### src/rtl/riscv_retire_status.sv
// Retire-point status producer: retired-instruction count, per-instruction result, sticky halt.
// Optional idle watchdog enabled by defining STATUS_WATCHDOG_EN.
module riscv_retire_status #(
    parameter logic [31:0] HALT_INST0     = 32'h00c00093,
    parameter logic [31:0] HALT_INST1     = 32'h00008067,
    parameter int unsigned TIMEOUT_CYCLES = 1024
) (
    input  logic        CLK,
    input  logic        RSTn,
    input  logic        RET_VALID,
    input  logic [31:0] RET_INST,
    input  logic        RET_IS_BRANCH,
    input  logic        RET_BR_TAKEN,
    input  logic        RET_IS_STORE,
    input  logic [31:0] RET_MEM_ADDR,
    input  logic        RET_RF_WE,
    input  logic [31:0] RET_RF_WD,
    output logic [31:0] NUM_INST,
    output logic [31:0] OUTPUT_PORT,
    output logic        HALT
);

    typedef enum logic [1:0] {
        ST_RUN,
        ST_ARMED,
        ST_HALTED
    } state_t;

    state_t      state_q, state_d;
    logic [31:0] num_inst_q, num_inst_d;
    logic [31:0] out_q, out_d;
    logic        halt_q, halt_d;
    logic        counted;

`ifdef STATUS_WATCHDOG_EN
    localparam int unsigned IDLE_W = $clog2(TIMEOUT_CYCLES) + 1;
    localparam logic [IDLE_W-1:0] IDLE_LAST = IDLE_W'(TIMEOUT_CYCLES - 1);
    logic [IDLE_W-1:0] idle_q, idle_d;
`else
    logic unused_timeout;
    assign unused_timeout = ^TIMEOUT_CYCLES;
`endif

    always_comb begin
        state_d    = state_q;
        num_inst_d = num_inst_q;
        out_d      = out_q;
        // The second halt word is swallowed only when it directly follows the first.
        counted    = RET_VALID && (state_q != ST_HALTED)
                     && !((state_q == ST_ARMED) && (RET_INST == HALT_INST1));

        if (counted) begin
            num_inst_d = num_inst_q + 32'd1;
            if (RET_IS_BRANCH) begin
                out_d = {31'b0, RET_BR_TAKEN};
            end else if (RET_IS_STORE) begin
                out_d = RET_MEM_ADDR;
            end else if (RET_RF_WE) begin
                out_d = RET_RF_WD;
            end
        end

        case (state_q)
            ST_RUN: begin
                if (counted && (RET_INST == HALT_INST0)) begin
                    state_d = ST_ARMED;
                end
            end
            ST_ARMED: begin
                if (RET_VALID) begin
                    if (RET_INST == HALT_INST1) begin
                        state_d = ST_HALTED;
                    end else if (RET_INST != HALT_INST0) begin
                        state_d = ST_RUN;
                    end
                end
            end
            default: state_d = ST_HALTED;
        endcase

`ifdef STATUS_WATCHDOG_EN
        idle_d = idle_q;
        if (state_q != ST_HALTED) begin
            if (RET_VALID) begin
                idle_d = '0;
            end else begin
                idle_d = idle_q + 1'b1;
                // This idle cycle brings the count to the limit.
                if (idle_q == IDLE_LAST) begin
                    state_d = ST_HALTED;
                end
            end
        end
`endif

        halt_d = (state_d == ST_HALTED);
    end

    always_ff @(posedge CLK or negedge RSTn) begin
        if (!RSTn) begin
            state_q    <= ST_RUN;
            num_inst_q <= '0;
            out_q      <= '0;
            halt_q     <= 1'b0;
`ifdef STATUS_WATCHDOG_EN
            idle_q     <= '0;
`endif
        end else begin
            state_q    <= state_d;
            num_inst_q <= num_inst_d;
            out_q      <= out_d;
            halt_q     <= halt_d;
`ifdef STATUS_WATCHDOG_EN
            idle_q     <= idle_d;
`endif
        end
    end

    assign NUM_INST    = num_inst_q;
    assign OUTPUT_PORT = out_q;
    assign HALT        = halt_q;

endmodule
### config.mk
export PLATFORM = sky130hd
export DESIGN_NAME = riscv_retire_status
export DESIGN_NICKNAME = d
export VERILOG_FILES = /design/src/rtl/riscv_retire_status.sv
export SDC_FILE = /design/constraint.sdc
export NUM_CORES = 1
export LEC_CHECK = 0
export BUFFER_PORTS_ARGS = -buffer_cell sky130_fd_sc_hd__buf_2
export CAP_MARGIN = 25
export CORE_MARGIN = 1.5
export CORE_UTILIZATION = 28
export CTS_CLUSTER_DIAMETER = 80
export CTS_CLUSTER_SIZE = 8
export DETAILED_ROUTE_END_ITERATION = 8
export SYNTH_ARGS = -nofsm -noshare
export SYNTH_HDL_FRONTEND = slang
export SYNTH_SLANG_ARGS = --single-unit
### constraint.sdc
create_clock -name CLK -period 3.2 [get_ports CLK]
set_input_delay 0.64 -clock CLK [delete_from_list [all_inputs] [get_ports CLK]]
set_output_delay 0.64 -clock CLK [all_outputs]
set_load 0.02 [all_outputs]
==> flow_summary.yaml, run 1 <==
synth:
  ys_dominant_reg_cell: "dfrtp_1"
  yosysMostFrequentCell: "dfrtp_1"
  netlist_instances: 322
  synth-seq-area-share_pct: 46.45
  ys_seq_elements: 67
  synthTopCellsByCount: "dfrtp_1, nor3_1, mux2i_1"
  ys_warn_count: 0
  ys_async_sr_fraction_pct: 100.0
  netlist.area_leader.share_pct: 46.45
  synth_cell_types: 45
  synth_nets: 426
  yosys.area.top_type: "dfrtp_1"
  synth-edff-count: 0
  avgSynthCellArea_um2: 11.21
  synth_area_leaders: "dfrtp_1, mux2i_1, a22o_1, xor2_1, nor3_1"
  synth.cell_area_um2: 3610
clocking:
  cts_tree: "done"
  numCtsBuffers: 9
  insertion_delay_ns: 0.32
  htreeDepth: 3
  post_cts_buffers: 0
  clock_sinks: 67
  root_buffer: "clkbuf_16"
  holdBufCountCts: 0
  cts_resized: 0
  clockBufferDepth: 2
  path_clk_slew_ns: 0.06
critical_path:
  path_buf_inv: 2
  worstPathCellList: "buf_2 > or4_4 > nor2_4 > and3_4 > or3_1 > buf_4 > a22o_1"
  cp-startpoint: "RET_INST[11]"
  max_stage_delay_ns: 0.53
  worstSetupEndpoint: "OUTPUT_PORT[19]"
  critPathMaxFanout: 24
  crit_cells: 7
  path_class: "input pin to flip-flop"
  path_delay_family: "simple AND/OR/NAND/NOR gates"
  r2r-start: "state_q[1]"
  r2r_cells: 6
  r2r-end: "OUTPUT_PORT[19]"
  r2r_setup_slack_ns: 1.06
  endpoint_kind: "flip-flop"
  worstSetupStartpointType: "input pin"
  arrival_ns: 2.59
  required_ns: 3.46
  cpMaxStageDelayCell: "or4_4"
die:
  die_h_um: 116.5
  std_cell_rows: 41
  dieArea_um2: 13580
  initial_utilization_pct: 28.60
  ioPinCount: 168
  die_w_um: 116.5
  core-area_um2: 12620
grt:
  grt_max_degree: 36
  grt_usage_pct: 14.37
  use_met1_pct: 18.21
  first_global_vias: 3189
  grt_pass1_wl_um: 15260
  antenna_found_initial: 0
  grt_use_met3_pct: 4.203
  grt_busiest_layer: "met2"
  gr-total-overflow: 0
  gr-usage-met2_pct: 23.49
timing:
  slew_violations: 0
  rsz0062_at_grt: "false"
  maxSlewHeadroom_pct: 51.56
  setup_tns_ns: 0
  hold_viol_final: 0
  clock_skew_ns: 0.004218
  setup-violations-final: 0
  period_share_pct: 72.86
  fmax_mhz: 428.9
  worst_slew_pin_slew_ns: 0.7266
  post-route-min-period_ns: 2.331
outcome:
  status: "completed"
drt:
  drt_iter0_drc: 154
  drtPass1Iterations: 4
  drc: 0
  vias: 3150
  finalWirelength_um: 9613
  ant_nets: 0
  vias_per_cell: 4.780
  wl_per_cell_um: 14.59
cells_and_area:
  fin_nets: 586
  layout-drive-gt1-share_pct: 42.51
  antenna_cells: 0
  area_growth_syn_to_layout_pct: 33.83
power_and_ir_drop:
  switching_share_pct: 22.17
  internal-power_mw: 1.551
  seqPwrFrac_pct: 42.5
  power_density_nw_per_um2: 412.5
  finalPower_mw: 1.993
  p_clk_share_pct: 49.9
  p_leak_nw: 2.601
  pwr-share-comb_pct: 7.6
  vdd.ir_drop.worst_mv: 0.2401
  p_switching_uw: 441.7
place:
  io_buffers: 167
  hpwl_um: 7220
  gp_congestion: 0.7327
worst_hold_path:
  hold_class: "input pin to asynchronous set/reset pin"
job:
  max-cap-violations: 0
cells by family after synthesis:
family                     count (synthesis)  synth area share, %
AOI/OAI and AO/OA                         35                8.562
xor gates and xnor gates                  31                7.522
adders and majority gates                  1               0.3466
buffers and inverters                     24                5.026
DFF                                       67                46.45
muxes                                     34                9.601
and+or+nand+nor                          130                22.50
cells in the final DEF, fill, tap and decap left out, types with 2 or more instances in the layout:
master	count
nor2b_1	2
mux2i_1	32
nor3_1	41
a22o_1	31
nand4bb_1	2
nand4_1	9
buf_2	167
clkbuf_16	9
nor4_2	6
nand3_1	13
nor2_1	6
xnor2_1	4
buf_4	5
clkinvlp_4	2
and3_1	5
xor2_1	27
nor4b_1	2
nand2_1	17
or4_4	2
dfrtp_1	67
nor4_1	11
clkinv_4	2
routing by layer:
| metal | part of all wire (%) | vias up | wire length (µm) |
|---|---|---|---|
| met5 | 0 | - | 0 |
| met4 | 1.6 | 0 | 157 |
| met3 | 6.8 | 14 | 650 |
| met2 | 47 | 122 | 4503 |
| li1 | - | 1523 | - |
| met1 | 45 | 1491 | 4301 |
stage by stage:
stage          instances  setup WS [ns]  utilization [%]  hold slack, ns  instance area (µm²)
3_3_place_gp         643         0.5839            35.86          0.4539                 4526
2_1_floorplan        322          1.036                -          0.3444                 3610
3_5_place_dp         643         0.5200            35.86          0.4592                 4526
6_report             659         0.8686            38.28          0.3744                 4831
5_1_grt              659         0.7392            38.28          0.4319                 4831
4_1_cts              659         0.8762            38.28          0.3945                 4831
power by group through the flow:
stage,sequential (mW),combinational (mW),clock (mW)
2_1_floorplan,0.863,0.0629,0
3_3_place_gp,0.863,0.151,0
3_5_place_dp,0.863,0.155,0
4_1_cts,0.847,0.155,1.03
5_1_grt,0.847,0.171,1.07
6_report,0.848,0.151,0.994
worst min path at each step:
stage | start | to | slack [ns] | cells past startpoint
floorplan | RSTn | HALT | 0.34 | 0
global placement | state_q[1] | state_q[0] | 0.45 | 1
detailed placement | state_q[1] | state_q[0] | 0.46 | 1
CTS | RSTn | OUTPUT_PORT[11] | 0.39 | 1
global route | RSTn | OUTPUT_PORT[11] | 0.43 | 1
finish | RSTn | OUTPUT_PORT[11] | 0.37 | 1
sequential cells by signal, indices dropped and copies added (netlist names):
| signal | count |
|---|---|
| OUTPUT_PORT | 32 |
| NUM_INST | 32 |
| HALT | 1 |
| state_q | 2 |
layout make-up:
class	count	area [µm²]
Multi-Input combinational cell	231	1757
Clock buffer	11	242.7
Inverter	1	3.754
Tap cell	172	215.2
Sequential cell	67	1677
Timing Repair Buffer	172	873.3
Clock inverter	5	62.56
Fill cell	1268	7789
Power figures use the tool's default switching activity.
==> inputs of run 2 (changes only) <==
ABC_AREA = 1   (was not set)
clock period = 2.1 ns   (was 3.2 ns; I/O delays follow)
==> flow_summary.yaml, run 2 <==
cells_and_area:
  antenna_cells: 0
  final_common_cell: "nand2_1"
  fin_nets: 901
  layout_common_cells: "nand2_1, buf_2, nor2_1"
  layout-drive-gt1-share_pct: 25.69
  final_design_area_no_fill_um2: 5575
  area_growth_syn_to_layout_pct: 33.57
clocking:
  insertion_delay_ns: 0.34
  htreeDepth: 3
  clock_sinks: 67
  root_buffer: "clkbuf_16"
  clockBufferDepth: 2
  numCtsBuffers: 9
  cts_tree: "done"
  cts_resized: 0
  path_clk_slew_ns: 0.06
  holdBufCountCts: 0
  post_cts_buffers: 0
synth:
  avgSynthCellArea_um2: 6.573
  netlist.area_leader.share_pct: 40.17
  synth_cell_types: 25
  ys_dominant_reg_cell: "dfrtp_1"
  ys_warn_count: 0
  netlist_instances: 635
  synth-edff-count: 0
  ys_seq_elements: 67
  synth_nets: 739
  synthTopCellsByCount: "nand2_1, nor2_1, dfrtp_1"
  yosys.area.top_type: "dfrtp_1"
  yosysMostFrequentCell: "nand2_1"
  synth.cell_area_um2: 4174
  synth_area_leaders: "dfrtp_1, nand2_1, nor2_1, nand4_1, a21oi_1"
  synth-seq-area-share_pct: 40.17
  ys_async_sr_fraction_pct: 100.0
timing:
  setup-violations-final: 0
  worst_slew_pin_slew_ns: 0.4576
  clock_skew_ns: 0.009001
  period_share_pct: 84.76
  setup_tns_ns: 0
  hold_viol_final: 0
  post-route-min-period_ns: 1.780
  fmax_mhz: 561.8
  rsz0062_at_grt: "false"
  slew_violations: 0
  maxSlewHeadroom_pct: 69.45
drt:
  ant_nets: 0
  wl_per_cell_um: 13.08
  vias_per_cell: 4.577
  drt_iter0_drc: 236
  finalWirelength_um: 12890
  vias: 4513
  drtPass1Iterations: 4
  drc: 0
grt:
  gr-total-overflow: 0
  first_global_vias: 4577
  grt_pass1_wl_um: 22160
  antenna_found_initial: 0
  grt_usage_pct: 17.62
  grt_max_degree: 68
critical_path:
  r2r-start: "NUM_INST[0]"
  r2r_setup_slack_ns: 0.32
  critPathMaxFanout: 7
  crit_cells: 10
  r2r_cells: 10
  endpoint_kind: "flip-flop"
  max_stage_delay_ns: 0.44
  path_class: "flip-flop to flip-flop"
  path_delay_family: "simple AND/OR/NAND/NOR gates"
  cpMostUsedCell: "nand2_1"
  worstPathCellList: "ha_1 > inv_1 > nor2_4 > inv_1 > nor2_1 > nand2_1 > nand2_1 > nand2_1 > nand2_1 > nand2_1"
  arrival_ns: 2.01
  worstSetupStartpointType: "flip-flop"
  required_ns: 2.33
  r2r-end: "NUM_INST[28]"
  path_buf_inv: 2
  cpMaxStageDelayCell: "dfrtp_1"
place:
  io_buffers: 167
  hpwl_um: 9687
  gp_congestion: 0.8474
  dpl_cell_area_um2: 5225
power_and_ir_drop:
  vdd.ir_drop.worst_mv: 0.3719
  power_density_nw_per_um2: 622.9
  p_leak_nw: 3.013
die:
  die_w_um: 125.1
  ioPinCount: 168
  dieArea_um2: 15650
  core-area_um2: 14530
  std_cell_rows: 44
  die_h_um: 125.1
  initial_utilization_pct: 28.72
job:
  max-cap-violations: 0
worst_hold_path:
  hold_class: "input pin to asynchronous set/reset pin"
outcome:
  status: "completed"
## run 2: changes by cell type in the layout (fill, tap and decap cells not counted), moves of 7 or more
cell | before | now
a21oi_1 | 0 | 32
a22o_1 | 31 | 0
inv_1 | 1 | 18
mux2i_1 | 32 | 0
nand2_1 | 17 | 323
nand3_1 | 13 | 6
nand3b_1 | 0 | 14
nand4_1 | 9 | 35
nor2_1 | 6 | 74
nor3_1 | 41 | 2
nor4_1 | 11 | 0
xor2_1 | 27 | 10
## run 2: cells by family (layout without fill, tap and decap cells)
kind of cell / count (synthesis) / in the layout / share of synthesized area [%]
xor gates and xnor gates: 15 / 15 / 3.147
DFF: 67 / 67 / 40.17
and+or+nand+nor: 461 / 461 / 45.80
AOI/OAI and AO/OA: 42 / 42 / 5.186
adders and majority gates: 1 / 1 / 0.2997
buffers and inverters: 49 / 216 / 5.396
## run 2: stage by stage
step | util [%] | power [mW] | setup slack [ns] | hold slack (ns) | cells
6_report | 38.36 | 3.473 | 0.3201 | 0.1061 | 986
5_1_grt | 38.36 | 3.642 | 0.1458 | 0.1385 | 986
4_1_cts | 38.36 | 3.536 | 0.2895 | 0.1085 | 986
3_5_place_dp | 35.95 | 1.722 | 0.2940 | 0.4583 | 970
3_3_place_gp | 35.95 | 1.719 | 0.3153 | 0.4504 | 970
2_1_floorplan | - | 1.519 | 0.4784 | 0.1244 | 635
## run 2: cell type report
type                            count  area (µm²)
Clock inverter                      6       111.4
Multi-Input combinational cell    519        2272
Tap cell                          184       230.2
Inverter                           20       75.07
Sequential cell                    67        1677
Clock buffer                       10       239.0
Timing Repair Buffer              180       970.9
Fill cell                        1598        8959
## run 2: worst max-delay path by stage
stage	startpoint	to	slack, ns
floorplan	NUM_INST[0]	NUM_INST[28]	0.48
finish	NUM_INST[0]	NUM_INST[28]	0.32
CTS	NUM_INST[0]	NUM_INST[28]	0.29
global route	NUM_INST[0]	NUM_INST[28]	0.15
global placement	NUM_INST[0]	NUM_INST[28]	0.32
detailed placement	NUM_INST[0]	NUM_INST[28]	0.29
## run 2: worst register-to-register path, cell delays in order, from the launching register on
cell and delay, ns:
dfrtp_1 0.44, ha_1 0.31, inv_1 0.12, nor2_4 0.18
inv_1 0.06, nor2_1 0.27, nand2_1 0.09, nand2_1 0.06
nand2_1 0.04, nand2_1 0.05, nand2_1 0.05
## run 2: power breakdown
part	internal (mW)	switching, mW	leakage [nW]
Clock	1.19	0.585	0.169
Combinational	0.144	0.204	1.94
Sequential	1.32	0.0236	0.901
Total	2.66	0.813	3.01
## run 2: metal layers
layer	global-route usage (%)	up-vias	routed length, µm
met4	6.751	0	214
met5	0	-	0
li1	-	2341	-
met3	4.322	13	851
met2	29.60	162	6085
met1	21.83	1997	5742
==> inputs of run 3 (changes only) <==
clock period = 1.6 ns   (was 2.1 ns; I/O delays follow)
==> flow_summary.yaml, run 3 (same netlist as run 2, synthesis figures left out) <==
outcome:
  status: "finished with violations"
  violations: "hold timing"
critical_path:
  r2r_cells: 8
  r2r-start: "NUM_INST[0]"
  worstSetupStartpointType: "flip-flop"
  required_ns: 1.83
  path_buf_inv: 3
  path_class: "flip-flop to flip-flop"
  worstPathCellList: "ha_1 > inv_1 > nor2_4 > buf_4 > buf_4 > xor2_1 > nand2_1 > nand2_1"
  path_delay_family: "flip-flops"
  r2r-end: "NUM_INST[4]"
  cp-startpoint: "NUM_INST[0]"
  crit_cells: 8
  cpMaxStageDelayCell: "dfrtp_2"
  critPathMaxFanout: 5
  r2r_setup_slack_ns: 0.13
  worstSetupEndpoint: "NUM_INST[4]"
  endpoint_kind: "flip-flop"
  max_stage_delay_ns: 0.44
  arrival_ns: 1.70
drt:
  finalWirelength_um: 13290
  wl_per_cell_um: 13.27
  drt_iter0_drc: 277
  drc: 0
  drtPass1Iterations: 5
  met2_length_um: 6074
  wl_met3_um: 897
  ant_nets: 0
  maxUsedRoutingLayer: "met4"
  vias: 4712
  vias_per_cell: 4.703
  drt-met1-wl_um: 6029
clocking:
  numCtsBuffers: 9
  path_clk_slew_ns: 0.06
  root_buffer: "clkbuf_16"
  cts_tree: "done"
  clockBufferDepth: 2
  htreeDepth: 3
  clock_sinks: 67
  insertion_delay_ns: 0.34
  holdBufCountCts: 0
grt:
  gr-total-overflow: 0
  grt_max_degree: 68
  grt_usage_pct: 17.69
  antenna_found_initial: 0
  grt_pass1_wl_um: 22260
  first_global_vias: 4561
timing:
  period_share_pct: 91.84
  clock_skew_ns: 0.005022
  hold_ws_ns: -0.001733
  maxSlewHeadroom_pct: 75.30
  worst_slew_pin_slew_ns: 0.3705
  setup-violations-final: 0
  post-route-min-period_ns: 1.469
  fmax_mhz: 680.5
  hold_viol_final: 2
  slew_violations: 0
cells_and_area:
  nFillCells: 1592
  fin_nets: 917
  layout-drive-gt1-share_pct: 29.22
  final_design_area_no_fill_um2: 5809
  final_common_cell: "nand2_1"
  multi_input_area_um2: 2295
  fin_cells: 1002
  utilization_pct: 39.97
  ff_latch_area_um2: 1689
  antenna_cells: 0
  layout_common_cells: "nand2_1, buf_2, nor2_1"
  area_growth_syn_to_layout_pct: 39.18
power_and_ir_drop:
  p_leak_nw: 3.116
  power_density_nw_per_um2: 835.6
  vdd.ir_drop.worst_mv: 0.4523
place:
  io_buffers: 167
  gp_congestion: 0.8752
  dpl_cell_area_um2: 5376
  dp.cells: 985
  hpwl_um: 10050
die:
  ioPinCount: 168
  die_w_um: 125.1
  core-area_um2: 14530
  die_h_um: 125.1
  initial_utilization_pct: 28.72
  std_cell_rows: 44
  dieArea_um2: 15650
worst_hold_path:
  hold_class: "input pin to asynchronous set/reset pin"
job:
  max-cap-violations: 0
-- run 3: changes by cell type in the layout (fill, tap and decap cells not counted), sizes merged --
cell,previous run,this run
buf,180,196
bufinv,3,5
clkbuf,10,9
clkinv,1,2
clkinvlp,1,0
inv,21,20
-- run 3: area by class of cell --
type | instances | share of cell area (%)
Inverter | 20 | 1.335
Tap cell | 184 | 3.963
Clock buffer | 9 | 3.877
Sequential cell | 67 | 29.08
Clock inverter | 7 | 2.821
Multi-Input combinational cell | 519 | 39.50
Timing Repair Buffer | 196 | 19.43
-- run 3: metal layers --
layer	global-route usage, %	vias to the layer above
li1	-	2374
met2	28.45	205
met1	23.28	2113
met3	3.552	20
met4	7.219	0
met5	0	-
-- run 3: per-stage QoR --
step | hold WS (ns) | TNS (ns) | power, mW | worst slack, ns
5_1_grt | 0.02428 | -0.0004841 | 5.048 | -0.0004841
2_1_floorplan | 0.02441 | 0 | 1.994 | 0.03156
4_1_cts | 0.004225 | 0 | 4.924 | 0.04290
3_5_place_dp | 0.3735 | -2.503 | 2.272 | -0.1045
3_3_place_gp | 0.3792 | -1.351 | 2.270 | -0.05308
6_report | -0.001733 | 0 | 4.855 | 0.1306
-- run 3: repair_timing --
action | in CTS | in global routing
setup buffers | 0 | 1
gates resized for setup | 0 | 19
setup endpoints to repair | 0 | 27
-- run 3: where the power goes --
group	internal, mW	total [mW]	switching, mW
clock	1.84	2.62	0.779
combinational	0.199	0.472	0.273
sequential	1.74	1.77	0.0303
-- run 3: worst min-delay path by stage --
stage	from	end	slack, ns
finish	RSTn	NUM_INST[8]	-0.002
global route	RSTn	NUM_INST[17]	0.02
CTS	RSTn	NUM_INST[8]	0.004
detailed placement	RSTn	NUM_INST[8]	0.37
global placement	RSTn	NUM_INST[8]	0.38
floorplan	RSTn	HALT	0.02
